--- config.mk ---
export PLATFORM = sky130hd
export DESIGN_NAME = dds_sweep_ctrl
export DESIGN_NICKNAME = d
export VERILOG_FILES = /design/src/rtl/dds_ctrl_pkg.sv /design/src/rtl/dds_cfg_shadow.sv /design/src/rtl/dds_sweep_ctrl.sv
export SDC_FILE = /design/constraint.sdc
export NUM_CORES = 1
export LEC_CHECK = 0
export CORE_UTILIZATION = 50
export CTS_CLUSTER_SIZE = 14
export DETAILED_ROUTE_END_ITERATION = 10
export PLACE_DENSITY = 0.77
export SYNTH_ARGS = -nofsm -noshare
export SYNTH_HDL_FRONTEND = slang
export SYNTH_SLANG_ARGS = --single-unit
export TNS_END_PERCENT = 10
--- constraint.sdc ---
create_clock -name clk -period 5.8 [get_ports clk]
set_input_delay 1.16 -clock clk [delete_from_list [all_inputs] [get_ports clk]]
set_output_delay 1.16 -clock clk [all_outputs]
set_load 0.1 [all_outputs]
--- src/rtl/dds_ctrl_pkg.sv ---
// -----------------------------------------------------------------------------
// dds_ctrl_pkg
// Shared encodings for the DDS sequencing controller: mode codes, FSM state
// enum, DAC midscale code and waveform-configuration reset defaults.
// -----------------------------------------------------------------------------
package dds_ctrl_pkg;

    localparam logic [1:0] MODE_TONE  = 2'b00;
    localparam logic [1:0] MODE_SWEEP = 2'b01;
    localparam logic [1:0] MODE_BURST = 2'b10;

    typedef enum logic [2:0] {
        ST_IDLE  = 3'd0,
        ST_TONE  = 3'd1,
        ST_SWEEP = 3'd2,
        ST_BURST = 3'd3,
        ST_DRAIN = 3'd4
    } state_e;

    // Code the downstream DAC path substitutes while out_en is low.
    localparam logic [13:0] DAC_MIDSCALE = 14'd8192;

    localparam logic [2:0]  WAVE_RESET   = 3'd0;
    localparam logic [4:0]  AMP_RESET    = 5'd1;
    localparam logic [13:0] PWORD_RESET  = 14'd0;

    // Run state entered from IDLE for a given mode; the reserved code runs as a tone.
    function automatic state_e mode_to_state(input logic [1:0] mode);
        state_e st;
        case (mode)
            MODE_SWEEP: st = ST_SWEEP;
            MODE_BURST: st = ST_BURST;
            default:    st = ST_TONE;
        endcase
        return st;
    endfunction

endpackage

--- src/rtl/dds_cfg_shadow.sv ---
// -----------------------------------------------------------------------------
// dds_cfg_shadow
// Shadow register for the waveform configuration (wave select, amplitude,
// phase offset). A new configuration is accepted through a valid/ready
// handshake and only transferred to the active outputs on a phase-accumulator
// wrap (or immediately while the controller is idle), so the waveform never
// changes mid-period.
//
// Ports:
//   clk, rst_n       clock, synchronous active-low reset
//   idle_i           controller is in IDLE (apply without waiting for a wrap)
//   phase_wrap_i     phase accumulator overflow pulse
//   cfg_valid_i      configuration offered
//   cfg_wave_c_i / cfg_amplitude_i / cfg_p_word_i   offered configuration
//   cfg_ready_o      shadow register free
//   wave_c_o / amplitude_o / p_word_o               active configuration
// -----------------------------------------------------------------------------
module dds_cfg_shadow
    import dds_ctrl_pkg::*;
(
    input  logic        clk,
    input  logic        rst_n,
    input  logic        idle_i,
    input  logic        phase_wrap_i,
    input  logic        cfg_valid_i,
    input  logic [2:0]  cfg_wave_c_i,
    input  logic [4:0]  cfg_amplitude_i,
    input  logic [13:0] cfg_p_word_i,
    output logic        cfg_ready_o,
    output logic [2:0]  wave_c_o,
    output logic [4:0]  amplitude_o,
    output logic [13:0] p_word_o
);

    logic [2:0]  sh_wave_q;
    logic [4:0]  sh_amp_q;
    logic [13:0] sh_pword_q;
    logic        pending_q;
    logic        applied_q;
    logic        cfg_ready_q;
    logic [2:0]  wave_q;
    logic [4:0]  amp_q;
    logic [13:0] pword_q;

    // Capture into the shadow, apply on a wrap boundary, then reopen the handshake.
    always_ff @(posedge clk) begin
        if (!rst_n) begin
            sh_wave_q   <= WAVE_RESET;
            sh_amp_q    <= AMP_RESET;
            sh_pword_q  <= PWORD_RESET;
            pending_q   <= 1'b0;
            applied_q   <= 1'b0;
            cfg_ready_q <= 1'b1;
            wave_q      <= WAVE_RESET;
            amp_q       <= AMP_RESET;
            pword_q     <= PWORD_RESET;
        end else begin
            applied_q <= 1'b0;
            // Ready comes back one cycle after the active registers were loaded.
            if (applied_q) begin
                cfg_ready_q <= 1'b1;
            end
            if (cfg_valid_i && cfg_ready_q) begin
                sh_wave_q   <= cfg_wave_c_i;
                sh_amp_q    <= cfg_amplitude_i;
                sh_pword_q  <= cfg_p_word_i;
                pending_q   <= 1'b1;
                cfg_ready_q <= 1'b0;
            end else if (pending_q && (phase_wrap_i || idle_i)) begin
                // pending_q is only set after the capture edge, so a wrap in the
                // capture cycle itself never applies.
                wave_q    <= sh_wave_q;
                amp_q     <= sh_amp_q;
                pword_q   <= sh_pword_q;
                pending_q <= 1'b0;
                applied_q <= 1'b1;
            end
        end
    end

    assign cfg_ready_o = cfg_ready_q;
    assign wave_c_o    = wave_q;
    assign amplitude_o = amp_q;
    assign p_word_o    = pword_q;

endmodule

--- src/rtl/dds_sweep_ctrl.sv ---
// -----------------------------------------------------------------------------
// dds_sweep_ctrl
// Sequencing controller in front of the DDS waveform datapath. Produces the
// frequency word for fixed-tone, sweep and N-cycle burst modes, gates the DAC
// output and passes waveform configuration through a wrap-synchronised shadow.
//
// Build option: DDS_SWEEP_CTRL_LOG_SWEEP_EN selects an exponential sweep
// (increment = f_word >> f_step[4:0], minimum 1) instead of the linear one.
//
// Ports:
//   clk, rst_n            clock, synchronous active-low reset
//   start, stop           single-cycle control pulses
//   mode                  00 tone, 01 sweep, 10 burst, 11 tone
//   f_start/f_stop/f_step sweep/tone frequency words
//   dwell                 clocks per sweep step (0 -> 1)
//   burst_cycles          periods per burst (0 -> 1)
//   phase_wrap            phase accumulator overflow pulse
//   cfg_valid/cfg_*       waveform configuration offer; cfg_ready handshake
//   f_word                frequency word to the DDS
//   wave_c/amplitude/p_word  active waveform configuration
//   out_en                DAC enable
//   busy                  controller not idle
//   done                  pulse at burst end / sweep pass complete
// -----------------------------------------------------------------------------
module dds_sweep_ctrl
    import dds_ctrl_pkg::*;
#(
    parameter int FW_W    = 32,
    parameter int DWELL_W = 32,
    parameter int BURST_W = 16
) (
    input  logic               clk,
    input  logic               rst_n,
    input  logic               start,
    input  logic               stop,
    input  logic [1:0]         mode,
    input  logic [FW_W-1:0]    f_start,
    input  logic [FW_W-1:0]    f_stop,
    input  logic [FW_W-1:0]    f_step,
    input  logic [DWELL_W-1:0] dwell,
    input  logic [BURST_W-1:0] burst_cycles,
    input  logic               phase_wrap,
    input  logic               cfg_valid,
    input  logic [2:0]         cfg_wave_c,
    input  logic [4:0]         cfg_amplitude,
    input  logic [13:0]        cfg_p_word,
    output logic               cfg_ready,
    output logic [FW_W-1:0]    f_word,
    output logic [2:0]         wave_c,
    output logic [4:0]         amplitude,
    output logic [13:0]        p_word,
    output logic               out_en,
    output logic               busy,
    output logic               done
);

    state_e             state_q;
    logic [FW_W-1:0]    f_word_q;
    logic [FW_W-1:0]    f_start_q;
    logic [FW_W-1:0]    f_stop_q;
    logic [FW_W-1:0]    f_step_q;
    logic [DWELL_W-1:0] dwell_eff_q;
    logic [DWELL_W-1:0] dwell_cnt_q;
    logic [BURST_W-1:0] burst_eff_q;
    logic [BURST_W-1:0] wrap_cnt_q;
    logic               out_en_q;
    logic               busy_q;
    logic               done_q;

    logic [FW_W-1:0]    inc_d;
    logic [FW_W:0]      sum_d;
    logic               dwell_end_d;
    logic               burst_last_d;
    logic               sweep_degen_d;
    logic               idle_s;

    // Sweep increment, carry-preserving next frequency and terminal-count decodes.
    always_comb begin
`ifdef DDS_SWEEP_CTRL_LOG_SWEEP_EN
        if ((f_word_q >> f_step_q[4:0]) == {FW_W{1'b0}}) begin
            inc_d = {{(FW_W-1){1'b0}}, 1'b1};
        end else begin
            inc_d = f_word_q >> f_step_q[4:0];
        end
`else
        inc_d = f_step_q;
`endif
        sum_d         = {1'b0, f_word_q} + {1'b0, inc_d};
        dwell_end_d   = (dwell_cnt_q == (dwell_eff_q - DWELL_W'(1)));
        burst_last_d  = (wrap_cnt_q == (burst_eff_q - BURST_W'(1)));
        // A zero step or an empty range would never reach f_stop: hold f_start.
        sweep_degen_d = (f_step_q == {FW_W{1'b0}}) || (f_start_q >= f_stop_q);
    end

    // Controller FSM with registered frequency word, enable, busy and done.
    always_ff @(posedge clk) begin
        if (!rst_n) begin
            state_q     <= ST_IDLE;
            f_word_q    <= {FW_W{1'b0}};
            f_start_q   <= {FW_W{1'b0}};
            f_stop_q    <= {FW_W{1'b0}};
            f_step_q    <= {FW_W{1'b0}};
            dwell_eff_q <= {DWELL_W{1'b0}};
            dwell_cnt_q <= {DWELL_W{1'b0}};
            burst_eff_q <= {BURST_W{1'b0}};
            wrap_cnt_q  <= {BURST_W{1'b0}};
            out_en_q    <= 1'b0;
            busy_q      <= 1'b0;
            done_q      <= 1'b0;
        end else begin
            done_q <= 1'b0;
            case (state_q)
                ST_IDLE: begin
                    // stop is ignored here, so start+stop simply starts.
                    if (start) begin
                        f_start_q   <= f_start;
                        f_stop_q    <= f_stop;
                        f_step_q    <= f_step;
                        dwell_eff_q <= (dwell == {DWELL_W{1'b0}}) ? DWELL_W'(1) : dwell;
                        burst_eff_q <= (burst_cycles == {BURST_W{1'b0}}) ? BURST_W'(1) : burst_cycles;
                        dwell_cnt_q <= {DWELL_W{1'b0}};
                        wrap_cnt_q  <= {BURST_W{1'b0}};
                        f_word_q    <= f_start;
                        out_en_q    <= 1'b1;
                        busy_q      <= 1'b1;
                        state_q     <= mode_to_state(mode);
                    end
                end
                ST_TONE: begin
                    if (stop) begin
                        state_q <= ST_DRAIN;
                    end
                end
                ST_SWEEP: begin
                    if (stop) begin
                        state_q <= ST_DRAIN;
                    end else if (!sweep_degen_d) begin
                        if (dwell_end_d) begin
                            dwell_cnt_q <= {DWELL_W{1'b0}};
                            if (f_word_q == f_stop_q) begin
                                // Pass complete: restart from the bottom.
                                done_q   <= 1'b1;
                                f_word_q <= f_start_q;
                            end else if (sum_d >= {1'b0, f_stop_q}) begin
                                f_word_q <= f_stop_q;
                            end else begin
                                f_word_q <= sum_d[FW_W-1:0];
                            end
                        end else begin
                            dwell_cnt_q <= dwell_cnt_q + DWELL_W'(1);
                        end
                    end
                end
                ST_BURST: begin
                    if (stop) begin
                        state_q <= ST_DRAIN;
                    end else if (phase_wrap) begin
                        if (burst_last_d) begin
                            out_en_q <= 1'b0;
                            done_q   <= 1'b1;
                            busy_q   <= 1'b0;
                            state_q  <= ST_IDLE;
                        end else begin
                            wrap_cnt_q <= wrap_cnt_q + BURST_W'(1);
                        end
                    end
                end
                ST_DRAIN: begin
                    // Finish the current waveform period before gating the DAC.
                    if (phase_wrap) begin
                        out_en_q <= 1'b0;
                        busy_q   <= 1'b0;
                        state_q  <= ST_IDLE;
                    end
                end
                default: begin
                    out_en_q <= 1'b0;
                    busy_q   <= 1'b0;
                    state_q  <= ST_IDLE;
                end
            endcase
        end
    end

    assign idle_s = (state_q == ST_IDLE);

    dds_cfg_shadow u_cfg_shadow (
        .clk             (clk),
        .rst_n           (rst_n),
        .idle_i          (idle_s),
        .phase_wrap_i    (phase_wrap),
        .cfg_valid_i     (cfg_valid),
        .cfg_wave_c_i    (cfg_wave_c),
        .cfg_amplitude_i (cfg_amplitude),
        .cfg_p_word_i    (cfg_p_word),
        .cfg_ready_o     (cfg_ready),
        .wave_c_o        (wave_c),
        .amplitude_o     (amplitude),
        .p_word_o        (p_word)
    );

    assign f_word = f_word_q;
    assign out_en = out_en_q;
    assign busy   = busy_q;
    assign done   = done_q;

endmodule
After elaboration in Yosys (flattened, before gate mapping). Cells that the tools add are included. W data, S select, Z words.

Bits in read-only memories: 0. Register bits: 276. Bits in writable memories: 0. Memories kept: 0. Word-level logic and storage cells: 118. Bits in latches: 0.

$lt $le $gt $ge: 2. Equality and inequality tests: 21. Add/sub/neg operators: 5. Divide/modulo/power cells: 0. Shift-type cells: 0. Bitwise operators: 3. Mux-type cells: 46. $mul: 0. Reductions and logical operators: 21.

Operator list (count): $mux W32 (11); $pmux W32 S2 (2); $mux W16 (5); $eq A32 B32 Y1 (2); $logic_not A32 Y1 (2); $add A32 B32 Y33 (1); $ge A33 B32 Y1 (1); $add A32 B1 Y32 const B (1); $ge A32 B32 Y1 (1); $pmux W16 S2 (1); $sub A32 B1 Y32 const B (1); $mux W3 (6); $ne A2 B2 Y1 const B (9); $mux W1 (17); $add A16 B1 Y16 const B (1); $eq A16 B16 Y1 (1); $logic_not A16 Y1 (1); $sub A16 B1 Y16 const B (1); $reduce_and A5 Y1 (3); $pmux W3 S4 (1); $reduce_bool A2 Y1 (4); $eq A3 B2 Y1 const B (2); $ne A3 B3 Y1 const B (2); $reduce_and A6 Y1 (1); other kinds (15) (21).

Longest topological paths before layout.
Depth after elaboration: 8. Mapped depth: 22. Gate-level depth less buffers: 21.

Modules after synthesis. From an unflattened synthesis, not the netlist that was laid out.

Cell total of the unflattened synthesis: 2169. Area total of the unflattened synthesis: 17022.6 um2.

Modules (own cells, without submodules): dds_sweep_ctrl (cells each 2010, area an instance 15376.0 um2, times used 1); dds_cfg_shadow (cells each 159, area an instance 1646.6 um2, times used 1).

Worst setup path before layout. No wires, ideal clock.

Path kind: register -> register. From: register f_word_q[0] (netlist: f_word[0]). To: register f_word_q[14] (netlist: f_word[14]). Slack: -0.233 ns. Path buffers: 1. Stages on the path, launching flop included: 23. Data arrival time: 5.907 ns. Required time: 5.674 ns. Setup time: 0.126 ns. Period minus slack after synthesis: 6.033 ns. Cells stage by stage: dfxtp_1 > ha_1 > fa_1 > a211o_1 > a2111oi_0 > or3_1 > a211oi_1 > o21ai_0 > a21boi_0 > o41ai_1 > xnor2_1 > ha_1 > a21oi_1 > nor2b_1 > a2111oi_0 > nand2_1 > a21oi_1 > a22oi_1 > nor3_2 > clkbuf_1 > mux2_2 > nand2_1 > a31oi_1.

Word-level cells in the longest chain between the ends: 8. Elaborated cells between the ends (all ways): 9. Classes of those cells: add/sub (1); order compare (1); eq/ne (1); mux (6).

Ends and longest elaborated chain: start: declaration (RTL line dds_sweep_ctrl.sv:58) `logic [FW_W-1:0] f_word_q;`; start signal: assignment (RTL line dds_sweep_ctrl.sv:99) `f_word_q <= {FW_W{1'b0}};`; start signal: assignment (RTL line dds_sweep_ctrl.sv:123) `f_word_q <= f_start;`; start signal: assignment (RTL line dds_sweep_ctrl.sv:143) `f_word_q <= f_start_q;`; $add A32 B32 Y33 (RTL line dds_sweep_ctrl.sv:88) `sum_d = {1'b0, f_word_q} + {1'b0, inc_d};`; $ge A33 B32 Y1 (RTL line dds_sweep_ctrl.sv:144) `end else if (sum_d >= {1'b0, f_stop_q}) begin`; $mux W32 (RTL line dds_sweep_ctrl.sv:144); $mux W32 * (RTL line dds_sweep_ctrl.sv:140) `if (f_word_q == f_stop_q) begin`; $mux W32 * (RTL line dds_sweep_ctrl.sv:138) `if (dwell_end_d) begin`; $mux W32 * (RTL line dds_sweep_ctrl.sv:137) `end else if (!sweep_degen_d) begin`; $mux W32 * (RTL line dds_sweep_ctrl.sv:135) `if (stop) begin`; $pmux W32 S2 * (RTL line dds_sweep_ctrl.sv:112) `case (state_q)`.

Every way passes the cells marked *; elsewhere a longest branch is shown, timed or not. The select of a mux whose other input is x is not followed. A chain may end at the register's enable or synchronous reset.

Final worst setup path.
From: register f_word_q[0] (netlist: f_word[0]). To: register f_word_q[3] (netlist: f_word[3]).

The elaborated chain is that of the path after synthesis.

==> impl_results.md <==
* GPL Wtd Cong at 0.949
* Root Driver: clkbuf_16
* Crit-path max cell delay at between 0.4 and 0.5 ns
* Most used cell, CP: a21oi_1
* Total core area at between 30000 and 40000 µm²
* Crit path DAT at approximately 6 ns
* DP Worst Slack at 0.0487 ns
* Initial DRC count at 1000
* DP HPWL at approximately 36000 µm
* Simple-gate share of the synthesized area at between 20 and 25%
* H-Tree Depth at 1
* # Post-CTS Setup Buffers at 0
* Hold-critical path endpoint: u_cfg_shadow.p_word_o[9]
* HP Class: reg -> reg
* Worst-skew pair later-pin latency at around 0.58 ns
* Pin count of the biggest net entering global routing at between 100 and 150
* Total Wirelength at a little under 50000 µm
* Critical path, cell by cell: ha_1 -> fa_1 -> a211o_1 -> a2111oi_2 -> buf_4 -> or3_1 -> a211oi_1 -> o21ai_1 -> a21boi_0 -> o41ai_2 -> xnor2_1 -> ha_1 -> a21oi_1 -> nor2b_1 -> a2111oi_2 -> nand2_1 -> a21oi_1 -> a22oi_1 -> nor3_4 -> buf_12 -> mux2_2 -> a221oi_1 -> a21oi_1
* Total Nets Final at 2535
* Critical Path Slowest Stage Cell: fa_1
* Clk sink count at roughly 280
* Hold Slack at about 0.44 ns
* Initial antenna violation count at 6
* Required time worst endpoint at 6.25 ns
* Layout cells sized above 1 at 5.39%
* Finished Cell Area at about 20000 µm²
* Layout Skew at around 0.024 ns
* Initial core utilization at between 50% and 60%
* Critical path's top delay family: compound AO/OA/AOI/OAI gates
* Slew HR at a little over 20%
* CTS tree: yes
* Io pins at ~230
* Flop-to-flop setup slack at 0.23 ns
* Slew Limit Fails at 0
* Status: complete, no violations
* WP buf/inv at 2
* Die height at ~180 µm
* Vias at between 15000 and 20000
* Std-Cell Rows at between 60 and 70
* Placed Instances at 2628
* CP Capture Type: flip-flop
* Hold depth at 2
* Critical Path Start Type: flip-flop
* Clk buf depth at 3
* Cells after synthesis at 2089
* Hold_buf cts at 0
* Beginning of the worst hold path: u_cfg_shadow.sh_pword_q[9]
* Fraction of the mapped netlist area in compound gates at between 10% and 20%
* CP Depth at 23
* R2r worst-path depth at 23
* Crit-path max FO at 7
* Drt wl/cell at 18.2 µm
* First-pass GRT wire length at approximately 77000 µm
* Synth Area in Adders at around 8.0%
* Xor-xnor portion of the synthesized cell area at under 10%
* Commonest cells after routing, fill and taps aside: 453 x nand2_1, 272 x a21oi_1, 272 x dfxtp_1
* Async SR Flop Fraction at 0%
* Total congestion overflow at 0
* Layout Cells excl Fill at around 2700
* Vias in the first global route at approximately 15000
* EDFF count, synth at 0
* FMAX at around 180 MHz
* Final worst setup slack at 0.229 ns
* Kind of critical path: reg -> reg
* Post-Syn Area at roughly 16000 µm²
* Main combinational cell family by area after synthesis: simple AND/OR/NAND/NOR gates
* Max cap viols at 0
* Syn Area/Cell at 7.68 µm²
* Pleak at between 7 and 8 nW
* Syn. warnings at 0
* Number of distinct library cells after synthesis at 74
* Hold Fails Final Rpt at 0
* Total GRT Usage at 29.0%
* Peak supply drop at approximately 0.32 mV
* Syn_nets at 2365
* Fin Setup TNS at 0 ns
* IO buf count at about 230
* Seq/Total Area, Yosys at around a third
* Synth Flop Type: dfxtp_1
* Slew @ Worst Pin at between 1 and 1.5 ns
* Chip width at about 180 µm
* Vias per cell at 5.81
* Clock transition at path regs at 0.06 ns
* Reg2reg end: f_word[3]
* Synth Register Bits at between 200 and 300
* Antenna-violating nets left at 0
* CTS Buf Count at 31
* Die Area at approximately 33000 µm²
* R2r startpoint: f_word[0]
* Mux contribution to synthesized area at under 10%
* Final Cycle Share at between 90 and 100%
* DRC at 0
* Tmin final at approximately 5.6 ns
* Setup violators final at 0
* Commonest non-fill, non-tap cell in the layout: nand2_1
* Synth-to-Final Area Change at 22.8%
* Placed Area at about 19000 µm²
* First drt pass iteration count at 7
* PwrDens at just under 500 nW/µm²
how the worst max path moves through the flow:
stage               from         end  slack (ns)
6_report       f_word[0]   f_word[3]        0.23
5_1_grt        f_word[0]   f_word[1]       -0.04
4_1_cts        f_word[0]   f_word[3]        0.05
3_5_place_dp   f_word[0]   f_word[0]        0.05
3_3_place_gp   f_word[0]   f_word[3]        0.15
2_1_floorplan  f_word[4]  f_word[14]       0.009
through the flow:
stage	power, mW	util [%]
finish	9.58	62.4
global route	10.1	62.4
CTS	9.52	62.3
detailed placement	7.46	58.9
global placement	7.36	58.9
floorplan	6.08	-
layer usage:
| metal | GRT usage [%] | wire length, µm | up-vias |
|---|---|---|---|
| li1 | - | - | 7674 |
| met1 | 36.2 | 20900 | 7319 |
| met2 | 49.6 | 23200 | 503 |
| met3 | 3.29 | 2520 | 137 |
| met4 | 13.9 | 2400 | 0 |
| met5 | 0 | 0 | - |
worst reg2reg max path, stage by stage, from the launching register on:
cell and delay, ns:
dfxtp_2 0.32, ha_1 0.23, fa_1 0.43, a211o_1 0.32
a2111oi_2 0.32, buf_4 0.17, or3_1 0.16, a211oi_1 0.11
o21ai_1 0.22, a21boi_0 0.20, o41ai_2 0.39, xnor2_1 0.20
ha_1 0.28, a21oi_1 0.13, nor2b_1 0.07, a2111oi_2 0.40
nand2_1 0.09, a21oi_1 0.14, a22oi_1 0.13, nor3_4 0.26
buf_12 0.16, mux2_2 0.33, a221oi_1 0.27, a21oi_1 0.11
state kept, by name, summed over array words and instances (netlist names), 5 cells and up:
| signal | cells |
|---|---|
| dwell_cnt_q | 32 |
| dwell_eff_q | 32 |
| f_start_q | 32 |
| f_step_q | 32 |
| f_stop_q | 32 |
| f_word | 32 |
| burst_eff_q | 16 |
| wrap_cnt_q | 16 |
| u_cfg_shadow.p_word_o | 14 |
| u_cfg_shadow.sh_pword_q | 14 |
| u_cfg_shadow.amplitude_o | 5 |
| u_cfg_shadow.sh_amp_q | 5 |
where the power goes:
| group | internal, mW | switching, mW |
|---|---|---|
| Clock | 1.23 | 0.806 |
| Sequential | 2.21 | 0.445 |
| Combinational | 1.81 | 3.07 |
| Total | 5.26 | 4.33 |
cell families (layout without fill, tap and decap cells):
group | count (synthesis) | after routing
adders and majority gates | 102 | 102
xor gates and xnor gates | 158 | 158
DFF | 276 | 276
and+or+nand+nor | 846 | 846
muxes | 30 | 30
AOI/OAI and AO/OA | 497 | 497
buffers and inverters | 180 | 373
other | 0 | 8
synthesized netlist by cell type, types with 20 or more instances:
| cell | count | area share, % |
|---|---|---|
| xor2_1 | 79 | 4.3 |
| and3_1 | 40 | 1.6 |
| o21ai_0 | 50 | 1.6 |
| mux2_2 | 20 | 1.4 |
| nor3_1 | 37 | 1.2 |
| clkbuf_1 | 98 | 2.3 |
| inv_1 | 60 | 1.4 |
| dfxtp_1 | 276 | 34 |
| a21o_1 | 30 | 1.4 |
| a21oi_1 | 272 | 8.5 |
| o21ai_1 | 22 | 0.69 |
| nor2_1 | 113 | 2.6 |
| a31oi_1 | 34 | 1.3 |
| nor4_1 | 51 | 2.0 |
| nand3_1 | 34 | 1.1 |
| nand4_1 | 39 | 1.5 |
| ha_1 | 101 | 7.9 |
| nand2_1 | 454 | 11 |
| xnor2_1 | 79 | 4.3 |
layout make-up:
cell class                      instances  area [µm²]
Antenna cell                            8        20.0
Tap cell                              402         503
Clock buffer                           43         881
Sequential cell                       276        5530
Clock inverter                         13         171
Multi-Input combinational cell       1633        9840
Timing Repair Buffer                  257        2510
Fill cell                            2801       11900
Inverter                               60         230
timing repair:
action,CTS,global route
endpoints found under the setup margin,3,32
gates resized for setup,1,6
pin swaps,0,0
Power figures use the tool's default switching activity.
